$ cat src/rtl/fpu_cmd_issuer.sv
// Buffers FPU commands in a small FIFO and issues them one at a time over the FPU
// start/done protocol, holding each result in a single-entry response register.
module fpu_cmd_issuer #(
  parameter int DEPTH   = 4,
  parameter int TIMEOUT = 64
) (
  input  logic                     clk_i,
  input  logic                     rst_i,
  input  logic                     cmd_valid_i,
  output logic                     cmd_ready_o,
  input  logic [3:0]               cmd_opcode_i,
  input  logic [31:0]              cmd_a_i,
  input  logic [31:0]              cmd_b_i,
  output logic                     fpu_start_o,
  output logic [3:0]               fpu_opcode_o,
  output logic [31:0]              fpu_a_o,
  output logic [31:0]              fpu_b_o,
  input  logic [31:0]              fpu_result_i,
  input  logic                     fpu_done_i,
  output logic                     rsp_valid_o,
  input  logic                     rsp_ready_i,
  output logic [31:0]              rsp_result_o,
  output logic [3:0]               rsp_opcode_o,
  output logic                     rsp_err_o,
  output logic [$clog2(DEPTH):0]   occupancy_o
);

  localparam int AW = $clog2(DEPTH);
  localparam int WW = $clog2(TIMEOUT + 1);
  localparam logic [AW:0]   FULL = (AW+1)'(DEPTH);
  localparam logic [WW-1:0] LAST = WW'(TIMEOUT - 1);
  localparam logic [31:0]   QNAN = 32'h7FC0_0000;

  typedef struct packed {
    logic [3:0]  op;
    logic [31:0] a;
    logic [31:0] b;
  } cmd_t;

  typedef enum logic [1:0] {IDLE, ISSUE, WAIT} state_e;

  cmd_t          mem_q [DEPTH];
  cmd_t          head;
  logic [AW-1:0] wr_ptr_q, wr_ptr_d, rd_ptr_q, rd_ptr_d;
  logic [AW:0]   count_q, count_d;
  logic          push, pop, timeout;

  state_e        state_q, state_d;
  logic [WW-1:0] wdog_q, wdog_d;

  logic          rsp_valid_q, rsp_valid_d;
  logic [31:0]   rsp_result_q, rsp_result_d;
  logic [3:0]    rsp_opcode_q, rsp_opcode_d;
  logic          rsp_err_q, rsp_err_d;

  // Ready looks only at the registered count, so a pop never frees a slot in the same cycle.
  assign cmd_ready_o = (count_q != FULL);
  assign push        = cmd_valid_i && cmd_ready_o;
  assign head        = mem_q[rd_ptr_q];

  assign fpu_opcode_o = head.op;
  assign fpu_a_o      = head.a;
  assign fpu_b_o      = head.b;
  assign occupancy_o  = count_q;

  assign rsp_valid_o  = rsp_valid_q;
  assign rsp_result_o = rsp_result_q;
  assign rsp_opcode_o = rsp_opcode_q;
  assign rsp_err_o    = rsp_err_q;

  always_comb begin
    state_d     = state_q;
    wdog_d      = wdog_q;
    fpu_start_o = 1'b0;
    pop         = 1'b0;
    timeout     = 1'b0;
    unique case (state_q)
      IDLE: if (count_q != '0 && !rsp_valid_q) state_d = ISSUE;
      ISSUE: begin
        fpu_start_o = 1'b1;
        wdog_d      = '0;
        state_d     = WAIT;
      end
      WAIT: begin
        if (fpu_done_i) begin
          pop     = 1'b1;
          state_d = IDLE;
        end else if (wdog_q == LAST) begin
          pop     = 1'b1;
          timeout = 1'b1;
          state_d = IDLE;
        end else begin
          wdog_d = wdog_q + 1'b1;
        end
      end
      default: state_d = IDLE;
    endcase
  end

  always_comb begin
    wr_ptr_d = push ? wr_ptr_q + 1'b1 : wr_ptr_q;
    rd_ptr_d = pop  ? rd_ptr_q + 1'b1 : rd_ptr_q;
    count_d  = count_q;
    if (push && !pop)      count_d = count_q + 1'b1;
    else if (!push && pop) count_d = count_q - 1'b1;
  end

  // A pop can only happen with the response slot empty, since issue waits on it.
  always_comb begin
    rsp_valid_d  = rsp_valid_q;
    rsp_result_d = rsp_result_q;
    rsp_opcode_d = rsp_opcode_q;
    rsp_err_d    = rsp_err_q;
    if (rsp_valid_q && rsp_ready_i) rsp_valid_d = 1'b0;
    if (pop) begin
      rsp_valid_d  = 1'b1;
      rsp_result_d = timeout ? QNAN : fpu_result_i;
      rsp_opcode_d = head.op;
      rsp_err_d    = timeout;
    end
  end

  always_ff @(posedge clk_i) begin
    if (rst_i) begin
      state_q      <= IDLE;
      wdog_q       <= '0;
      wr_ptr_q     <= '0;
      rd_ptr_q     <= '0;
      count_q      <= '0;
      rsp_valid_q  <= 1'b0;
      rsp_result_q <= '0;
      rsp_opcode_q <= '0;
      rsp_err_q    <= 1'b0;
    end else begin
      state_q      <= state_d;
      wdog_q       <= wdog_d;
      wr_ptr_q     <= wr_ptr_d;
      rd_ptr_q     <= rd_ptr_d;
      count_q      <= count_d;
      rsp_valid_q  <= rsp_valid_d;
      rsp_result_q <= rsp_result_d;
      rsp_opcode_q <= rsp_opcode_d;
      rsp_err_q    <= rsp_err_d;
    end
  end

  // Storage needs no reset: an entry is only observed once count covers it.
  always_ff @(posedge clk_i) begin
    if (push && !rst_i) mem_q[wr_ptr_q] <= '{op: cmd_opcode_i, a: cmd_a_i, b: cmd_b_i};
  end

endmodule
$ cat config.mk
export PLATFORM = sky130hd
export DESIGN_NAME = fpu_cmd_issuer
export DESIGN_NICKNAME = d
export VERILOG_FILES = /design/src/rtl/fpu_cmd_issuer.sv
export SDC_FILE = /design/constraint.sdc
export NUM_CORES = 1
export LEC_CHECK = 0
export ABC_AREA = 1
export ABC_CLOCK_PERIOD_IN_PS = 9760
export BUFFER_PORTS_ARGS = -buffer_cell sky130_fd_sc_hd__buf_4
export CAP_MARGIN = 20
export CORE_ASPECT_RATIO = 1.25
export CORE_MARGIN = 3
export CORE_UTILIZATION = 45
export CTS_BUF_LIST = sky130_fd_sc_hd__clkbuf_16
export DETAILED_ROUTE_END_ITERATION = 7
export GPL_TIMING_DRIVEN = 0
export HOLD_SLACK_MARGIN = 0.06
export PLACE_DENSITY = 0.63
export SYNTH_ARGS = -nofsm -noshare
export SYNTH_HDL_FRONTEND = slang
export SYNTH_SLANG_ARGS = --single-unit
$ cat constraint.sdc
create_clock -name clk_i -period 9.76 [get_ports clk_i]
set_input_delay 0.488 -clock clk_i [delete_from_list [all_inputs] [get_ports clk_i]]
set_output_delay 0.488 -clock clk_i [all_outputs]
set_load 0.02 [all_outputs]
---- Word-level counts from Yosys, hierarchy flattened ----
Memory sizes are Yosys's and may differ from the RTL's. A register that Yosys moved wholly into a read port is not among the register bits.
Cells that the tools add are included.
word-level totals
  output and inout port bits .............. 111
  bits in writable memories ............... 272
  register bits after elaboration ......... 54
  memories kept ........................... 1
  input port bits ......................... 105
  word-level logic and storage cells ...... 62
operators by class
  mux-type cells .......................... 22
  reduce and logical (&&, ||, !) cells .... 17
  $add $sub $neg .......................... 5
  equality and inequality tests ........... 8
memories
  name   depth  bits a word  rd ports  clocked after memory_dff  write ports  RTL line  RTL
  mem_q  4      68           1         1                         1            42        cmd_t mem_q [DEPTH];
operators by type and width
  kind                                                                   number
  32-bit 2-to-1 mux                                                      1
  7-bit 2-to-1 mux                                                       2
  7-bit case mux with 2 select lines                                     1
  1-bit 2-to-1 mux                                                       10
  2-bit 2-to-1 mux                                                       5
  7-bit by 1-bit adder with 7-bit output, second input constant          1
  7-bit by 6-bit equality test with 1-bit output, second input constant  1
  1-bit logical AND                                                      6
  3-bit 2-to-1 mux                                                       2
  2-bit != test, second input constant                                   3
  3-bit != test, second input constant                                   2
  2-bit case mux with 3 select lines                                     1
  2-bit nonzero test                                                     3
  2-bit by 1-bit adder with 2-bit output, second input constant          2
  1-bit zero test                                                        4
  3-bit by 1-bit adder with 3-bit output, second input constant          1
  3-bit AND reduction                                                    1
  3-bit nonzero test                                                     1
  3-bit by 1-bit subtractor with 3-bit output, second input constant     1
  2-bit by 1-bit equality test with 1-bit output, second input constant  1
  2-bit equality test, second input constant                             1
  2-bit zero test                                                        1
  2-bit AND reduction                                                    1

---- Longest topological paths before layout ----
Gate-level depths: netlist of run 1.
  depth after elaboration ................. 7
  depth in mapped cells ................... 15
  gate-level depth less buffers ........... 14

---- Worst setup path after synthesis of run 1 ----
OpenSTA, ideal clock, no wires.
  path kind ............................... register to register
  start ................................... register count_q[1] (netlist: occupancy_o[1])
  end ..................................... memory mem_q[0][0] (netlist name) (enable)
  buffers on the path ..................... 0
  cell stages (with the launch flop) ...... 7
  period minus slack after synthesis ...... 4.463 ns
  arrival time ............................ 3.969 ns
  library setup time ...................... 0.494 ns
  path slack .............................. 5.297 ns
  required time ........................... 9.266 ns
  cell sequence ........................... dfxtp_1 -> inv_1 -> nand3_1 -> nand2_1 -> inv_1 -> nand2_1 -> nor2_1
between the ends
  word-level cells in the longest chain between the ends .. 5
ends and longest elaborated chain
  element                                 RTL line  RTL
  start: declaration                      45        logic [AW:0] count_q, count_d;
  start signal: assignment                139       count_q <= count_d;
  3-bit != test                           57        assign cmd_ready_o = (count_q != FULL);
  via cmd_ready_o                         10        output logic cmd_ready_o,
  1-bit logical AND                       58        assign push = cmd_valid_i && cmd_ready_o;
  via push                                46        logic push, pop, timeout;
  1-bit logical AND                       149       if (push && !rst_i) mem_q[wr_ptr_q] <= '{op: cmd_opcode_i, a: cmd_a_i, b: cmd_b_i};
  1-bit 2-to-1 mux                        149
  1-bit 2-to-1 mux (not written as such)  149
  end: declaration                        42
The timed path passes the listed nets, and every way through them passes these cells.

==> results of run 1 <==
## report_power, final
| group | leakage [nW] | internal (mW) | switching (mW) |
|---|---|---|---|
| clock | 0.586 | 0.767 | 0.523 |
| sequential | 2.92 | 1.60 | 0.0289 |
| combinational | 2.48 | 0.209 | 0.368 |
## logic make-up after synthesis
kind of cell / Yosys count / share of synthesized area
flip-flops: 328 / 0.748
AND/OR/NAND/NOR: 287 / 0.0914
AO/OA/AOI/OAI: 258 / 0.111
buffers and inverters: 115 / 0.0404
adder cells (fa/ha/maj): 7 / 0.00766
XOR/XNOR: 2 / 0.00141
## routing by layer
layer | global-route usage | up-vias | part of all wire
met5 | 0 | - | 0.00049
met4 | 0.0656 | 2 | 0.026
met3 | 0.0428 | 48 | 0.067
met2 | 0.354 | 263 | 0.51
met1 | 0.250 | 4062 | 0.40
li1 | - | 4068 | -
## registers in the layout, summed over array words and instances (netlist names), named ones only
signal        flops
wdog_q            7
rsp_opcode_o      4
rsp_result_o     32
mem_q           272
wr_ptr_q          2
rsp_valid_o       1
rsp_err_o         1
state_q           2
rd_ptr_q          2
occupancy_o       3
## cell usage after synthesis (all sizes together)
cell and n:
a21oi 46, buf 24, fa 1, nand3 13, o21ai 147, ha 6, nand2 102, inv 59
dfxtp 56, o22ai 64, a31oi 1, clkbuf 32, nor2 168, xor2 2, nand4 3, edfxtp 272
nor3b 1
## final cells by class
class	count	area (sq um)	share of cell area
flip-flops and latches	328	9290	0.588
multi-input cells	554	2650	0.168
repair buffers	223	1790	0.114
clock buffers	37	926	0.0586
well taps	345	432	0.0273
plain buffers	56	280	0.0177
inverters	59	221	0.0140
clock inverters	25	204	0.0129
## worst max-delay path by stage
stage                                startpoint                      to  slack (ps)  cells past startpoint
floorplan           occupancy_o[1]$_SDFFE_PP0P_   mem_q[0][0]$_DFFE_PP_        5300                      6
global placement                          rst_i  mem_q[3][25]$_DFFE_PP_        2940                      4
detailed placement                        rst_i  mem_q[1][25]$_DFFE_PP_        7130                      6
CTS                                   flip-flop              fpu_b_o[7]        6790                      6
global route                          flip-flop              fpu_a_o[6]        6700                      6
finish                                flip-flop             fpu_a_o[18]        6880                      6
## worst max-delay path: stages, from the launching register on
cell,delay [ps]
dfxtp_1,310
inv_1,200
buf_2,340
clkbuf_1,440
o21ai_1,150
o22ai_1,250
buf_4,200
## cells in the final DEF, fill, tap and decap left out, types with 2 or more instances in the layout
cell and instances:
clkinv_2 7, clkbuf_1 32, a21oi_1 46, o21ai_0 129, edfxtp_1 272, nand2_1 97, bufinv_16 3, inv_2 2
buf_2 14, dfxtp_1 56, nand4_1 3, buf_12 8, clkbuf_16 37, clkinv_1 5, o22ai_1 64, nand2_2 3
xor2_1 2, inv_6 2, nor2_4 5, buf_4 220, nand2_4 2, buf_6 4, nor2_1 163, inv_1 64
ha_1 6, nand3_1 13, o21ai_1 17
## stage by stage
stage / hold WS [ps] / total power, mW / std cells
global placement: 447 / 2.24 / 1556
global route: 152 / 3.65 / 1627
CTS: 150 / 3.53 / 1627
floorplan: 433 / 1.98 / 997
detailed placement: 452 / 2.25 / 1565
finish: 167 / 3.50 / 1627
==> metrics.cfg, run 1 <==
[clock_network]
clkTransAtPathRegs_ps=60
cts-root-buf=clkbuf_16
cts_tree=yes
numCtsBuffers=34
clk_latency_ps=520
post_cts_buffers=0
htree_levels=2
ctsResizeCount=0
clockBufferDepth=3
ctsHoldBuffers=0
cts_sinks=328

[critical_path]
crit_arrival_ps=2390
cp.required_ps=9270
reg2reg_from=occupancy_o[0]$_SDFFE_PP0P_
criticalPathCategory=flip-flop to output port
cp_max_fo=10
reg2reg_slack_ps=7230
worstSetupStartpointType=flip-flop
r2r_cells=8
r2r_end=mem_q[1][26]$_DFFE_PP_
cp-end-kind=output port

[logic_synthesis]
ys_seq_area_frac=0.748
synth_seq_cells=328
yosys.area.top_type=edfxtp_1
syn_area_sq_mm=0.0124
postSynthAreaPerCell_sq_um=12.5
synth_cell_type_count=25
synth_top_area_share=0.658
synth.area.top_cells=edfxtp_1 (66%), dfxtp_1 (9.0%), o21ai_0 (5.2%), nor2_1 (5.0%), o22ai_1 (3.2%)
post_synth_inst_count=997
yosys_warnings=0
syn-num-nets=1109

[worst_hold_path]
hold_end=mem_q[3][52]$_DFFE_PP_
hold_depth=1
hold_class=primary input to flip-flop
hold_start=cmd_a_i[20]

[cells_and_area]
finalInstanceArea_sq_mm=0.0158
drive_above_1_share=0.242
diodes=0
post-route-util=0.585
area_growth_pct=27.3
nets=1368
num-fill-cells=2227

[power]
leakage_nw=5.98
irDropWorstVdd_v=0.000161
p_per_area_mw_per_mm2=222

[global_routing]
grt_max_degree=28
grt.total_usage=0.202
antenna_found_initial=1
grt_pass1_vias=8432
grt-ovfl-total=0
grt_pass1_wl_um=46600

[placement]
place.gp.congestion=0.835
preCtsSetupSlack_ps=7130
hpwlAfterDp_um=20100
place_area_sq_mm=0.0147
io_buffers=214

[die]
coreArea_sq_mm=0.0270
row_count=67
die_area_sq_mm=0.0296
ios=216
die_h_um=192
start_util=0.460
die_w_um=155

[sta]
skew_ps=17.8
rsz0062_at_grt=no
relSlewSlack=0.463
post-route-period-util=0.295
fin_tns_setup_ps=0
post-route-min-period_ps=2880
worst_slew_pin_slew_ps=804
fmaxAchievable_mhz=348
hold_viol_final=0
finalSetupViolations=0
fin_ws_ps=6880
slew_violations=0

[drt]
routed_wl_um=30400
ant_nets=0
drc_errors=0
vias=8443
vias_per_cell=5.19
avgRoutedWirePerCell_um=18.7
firstDrtPassIters=5
drt_iter0_markers=546

[flow_run]
maxCapViolCount=0

[run_status]
outcome=finished, final reports clean

Power figures use the tool's default switching activity.
==> run 2: changes to the inputs <==
--- a/config.mk
+++ b/config.mk
@@ -5,8 +5,8 @@
 export SDC_FILE = /design/constraint.sdc
 export NUM_CORES = 1
 export LEC_CHECK = 0
-export ABC_AREA = 1
-export ABC_CLOCK_PERIOD_IN_PS = 9760
+export ABC_AREA = 0
+export ABC_CLOCK_PERIOD_IN_PS = 2350
 export BUFFER_PORTS_ARGS = -buffer_cell sky130_fd_sc_hd__buf_4
 export CAP_MARGIN = 20
 export CORE_ASPECT_RATIO = 1.25
@@ -16,7 +16,7 @@
 export DETAILED_ROUTE_END_ITERATION = 7
 export GPL_TIMING_DRIVEN = 0
 export HOLD_SLACK_MARGIN = 0.06
-export PLACE_DENSITY = 0.63
+export PLACE_DENSITY = 0.66
 export SYNTH_ARGS = -nofsm -noshare
 export SYNTH_HDL_FRONTEND = slang
 export SYNTH_SLANG_ARGS = --single-unit
==> constraint.sdc (replaced) <==
create_clock -name clk_i -period 2.35 [get_ports clk_i]
set_input_delay 0.1175 -clock clk_i [delete_from_list [all_inputs] [get_ports clk_i]]
set_output_delay 0.1175 -clock clk_i [all_outputs]
set_load 0.02 [all_outputs]
==> run 2 against run 1 <==
Power increased to 4.2 times the previous value. Design area increased by 4.1%. Final cell count decreased by 19%. Core utilization increased by 4.5 points. Sequential power increased to 4.2 times the previous value. Via count decreased by 19%. Worst setup slack got worse by 6800 ps. Clock skew decreased by 6.2 ps. Die area decreased by 3.3%. Hold slack got worse by 66 ps. Area after synthesis decreased by 3.4%. Critical endpoint is now occupancy_o[2]$_SDFFE_PP0P_.
==> metrics.cfg, run 2 <==
[flow_run]
maxCapViolCount=0

[logic_synthesis]
yosysMostFrequentCell=edfxtp_1
ys_seq_area_frac=0.775
synth_ff_type=edfxtp_1
ys_top_cells_by_count=edfxtp_1 (272), mux4_2 (68), dfxtp_1 (56), nor2_1 (46), a22oi_1 (23)
yosys_warnings=0
synth_seq_cells=328
synth_cell_type_count=39
post_synth_inst_count=589
postSynthAreaPerCell_sq_um=20.4
synth-edff-count=272
synth.area.top_cells=edfxtp_1 (68%), mux4_2 (13%), dfxtp_1 (9.4%), a22oi_1 (1.4%), nor2_1 (1.4%)
async_flop_share=0
synth_top_area_share=0.681
syn-num-nets=701
yosys.area.top_type=edfxtp_1
syn_area_sq_mm=0.0120

[cells_and_area]
num-fill-cells=1839
nets=1064
drive_above_1_share=0.388
finalNonFillerCells=1318
final_common_cell=edfxtp_1
largest_reg_flops=272
area_growth_pct=37.2
final_cell_mix=edfxtp_1 (272), buf_4 (222), dlygate4sd3_1 (104)
top_register=mem_q

[clock_network]
clkTransAtPathRegs_ps=60
numCtsBuffers=34
cts_tree=yes
htree_levels=2
clockBufferDepth=3
clk_latency_ps=490
cts_sinks=328
cts-root-buf=clkbuf_16

[power]
combPwrFrac=0.175
irDropWorstVdd_v=0.000708
pwr-share-clk=0.354
switching_power_mw=3.56
p_sw_frac=0.242
p_int_mw=11.1
p_per_area_mw_per_mm2=893
leakage_nw=5.89
seqPwrFrac=0.470

[drt]
drc_errors=0
vias=6847
ant_nets=0
vias_per_cell=5.19
drt_iter0_markers=325
avgRoutedWirePerCell_um=19.6
routed_wl_um=25900
firstDrtPassIters=5

[sta]
post-route-min-period_ps=2290
post-route-period-util=0.973
slew_violations=0
rsz0062_at_grt=yes
finalSetupViolations=0
hold_viol_final=0
relSlewSlack=0.599
skew_ps=11.7
holdWs_ps=101
fmaxAchievable_mhz=437
worst_slew_pin_slew_ps=602

[run_status]
outcome=finished, final reports clean

[placement]
hpwlAfterDp_um=16700
io_buffers=214
place.gp.congestion=0.823
dp.cells=1147

[critical_path]
criticalPathCategory=flip-flop to flip-flop
critPathSlowestCell=or3_4
crit_chain=ha_4 > nand4_4 > o31a_1 > buf_6 > ha_4 > inv_2 > fa_2 > xor2_2 > or3_4 > a21oi_2
cp_common_cell=ha_4
cp_max_fo=5
crit_path_max_incr_delay_ps=390
crit_arrival_ps=2710
cp.required_ps=2770
worstSetupStartpointType=flip-flop
cp-end-kind=flip-flop

[global_routing]
grt.total_usage=0.180
grt_pass1_wl_um=41100
antenna_found_initial=1
grt_max_degree=51
grt-ovfl-total=0
grt_pass1_vias=7493

[die]
die_w_um=152
die_area_sq_mm=0.0286
row_count=66
coreArea_sq_mm=0.0261
die_h_um=188
ios=216
start_util=0.459

[worst_hold_path]
hold_class=primary input to flip-flop

-- run 2: cell count changes in the layout (fill, tap and decap cells not counted), sizes merged, moves of 23 or more --
cell         delta
a21oi          -38
inv            -41
o21ai         -143
dlygate4sd3   +104
nand2          -98
a22oi          +23
o22ai          -64
mux4           +68
nor2          -122
-- run 2: power groups by stage --
stage | logic (mW) | registers [mW] | clock network (mW)
final | 2.58 | 6.91 | 5.20
after global routing | 2.76 | 6.95 | 5.59
after CTS | 2.55 | 6.91 | 5.34
after detailed placement | 2.36 | 7.03 | 0
after global placement | 2.25 | 7.02 | 0
after floorplan | 1.24 | 7.10 | 0
-- run 2: path summary, 6_finish.rpt --
path | startpoint | end | slack [ps] | depth (start not counted)
max reg2reg | wdog_q[1]$_SDFFE_PP0P_ | occupancy_o[2]$_SDFFE_PP0P_ | 60 | 10
max | wdog_q[1]$_SDFFE_PP0P_ | occupancy_o[2]$_SDFFE_PP0P_ | 60 | 10
min | rst_i | rsp_result_o[25]$_SDFFE_PP0P_ | 100 | 2
min reg2reg | rsp_result_o[23]$_SDFFE_PP0P_ | rsp_result_o[23]$_SDFFE_PP0P_ | 460 | 2
-- run 2: what timing repair did --
action / in CTS / in global routing
setup endpoints to repair: 62 / 61
resized for setup: 18 / 16
gates cloned: 0 / 0
hold buffers: 104 / 0
hold endpoints to repair: 309 / 0
pin swaps: 2 / 4
buffers inserted: 2 / 4
-- run 2: critical path, delay by kind of cell (launching register included) --
family | cells | cell delay, ps
AO/OA/AOI/OAI | 2 | 350
buffers and inverters | 2 | 190
flip-flops | 1 | 350
XOR/XNOR | 1 | 160
adder cells (fa/ha/maj) | 3 | 670
AND/OR/NAND/NOR | 2 | 500
-- run 2: layout make-up --
| cell class | count | area [sq um] | share of cell area |
|---|---|---|---|
| Inverter | 19 | 71.3 | 0.00434 |
| Antenna cell | 1 | 2.50 | 0.000152 |
| Clock buffer | 37 | 926 | 0.0563 |
| Clock inverter | 24 | 183 | 0.0111 |
| Multi-Input combinational cell | 215 | 2560 | 0.156 |
| Timing Repair Buffer | 328 | 2800 | 0.170 |
| Tap cell | 340 | 425 | 0.0259 |
| Sequential cell | 328 | 9300 | 0.565 |
| Buffer | 26 | 179 | 0.0109 |
-- run 2: routing by layer --
metal / routed length, um / track usage
met1: 9690 / 0.211
met2: 13700 / 0.322
met3: 1930 / 0.0524
met4: 604 / 0.0533
met5: 0 / 0
-- run 2: logic make-up after synthesis --
| group | count (synthesis) | share of synthesized area |
|---|---|---|
| compound gates | 52 | 0.0306 |
| xor+xnor | 5 | 0.00365 |
| fa+ha+maj | 7 | 0.00793 |
| buf+inv | 46 | 0.0173 |
| flops | 328 | 0.775 |
| mux | 74 | 0.133 |
| simple gates | 77 | 0.0328 |
-- run 2: through the flow --
| stage | power (mW) | setup TNS [ps] | setup WS (ps) | instance area, sq um | utilization |
|---|---|---|---|---|---|
| finish | 14.7 | 0 | 63.9 | 16400 | 0.630 |
| global route | 15.3 | -3.97 | -3.97 | 16400 | 0.630 |
| floorplan | 8.34 | -6160 | -22.6 | 12000 | - |
| detailed placement | 9.39 | -524 | -455 | 14100 | 0.542 |
| CTS | 14.8 | -1930 | -55.8 | 16400 | 0.627 |
| global placement | 9.27 | -138860 | -520 | 14000 | 0.537 |
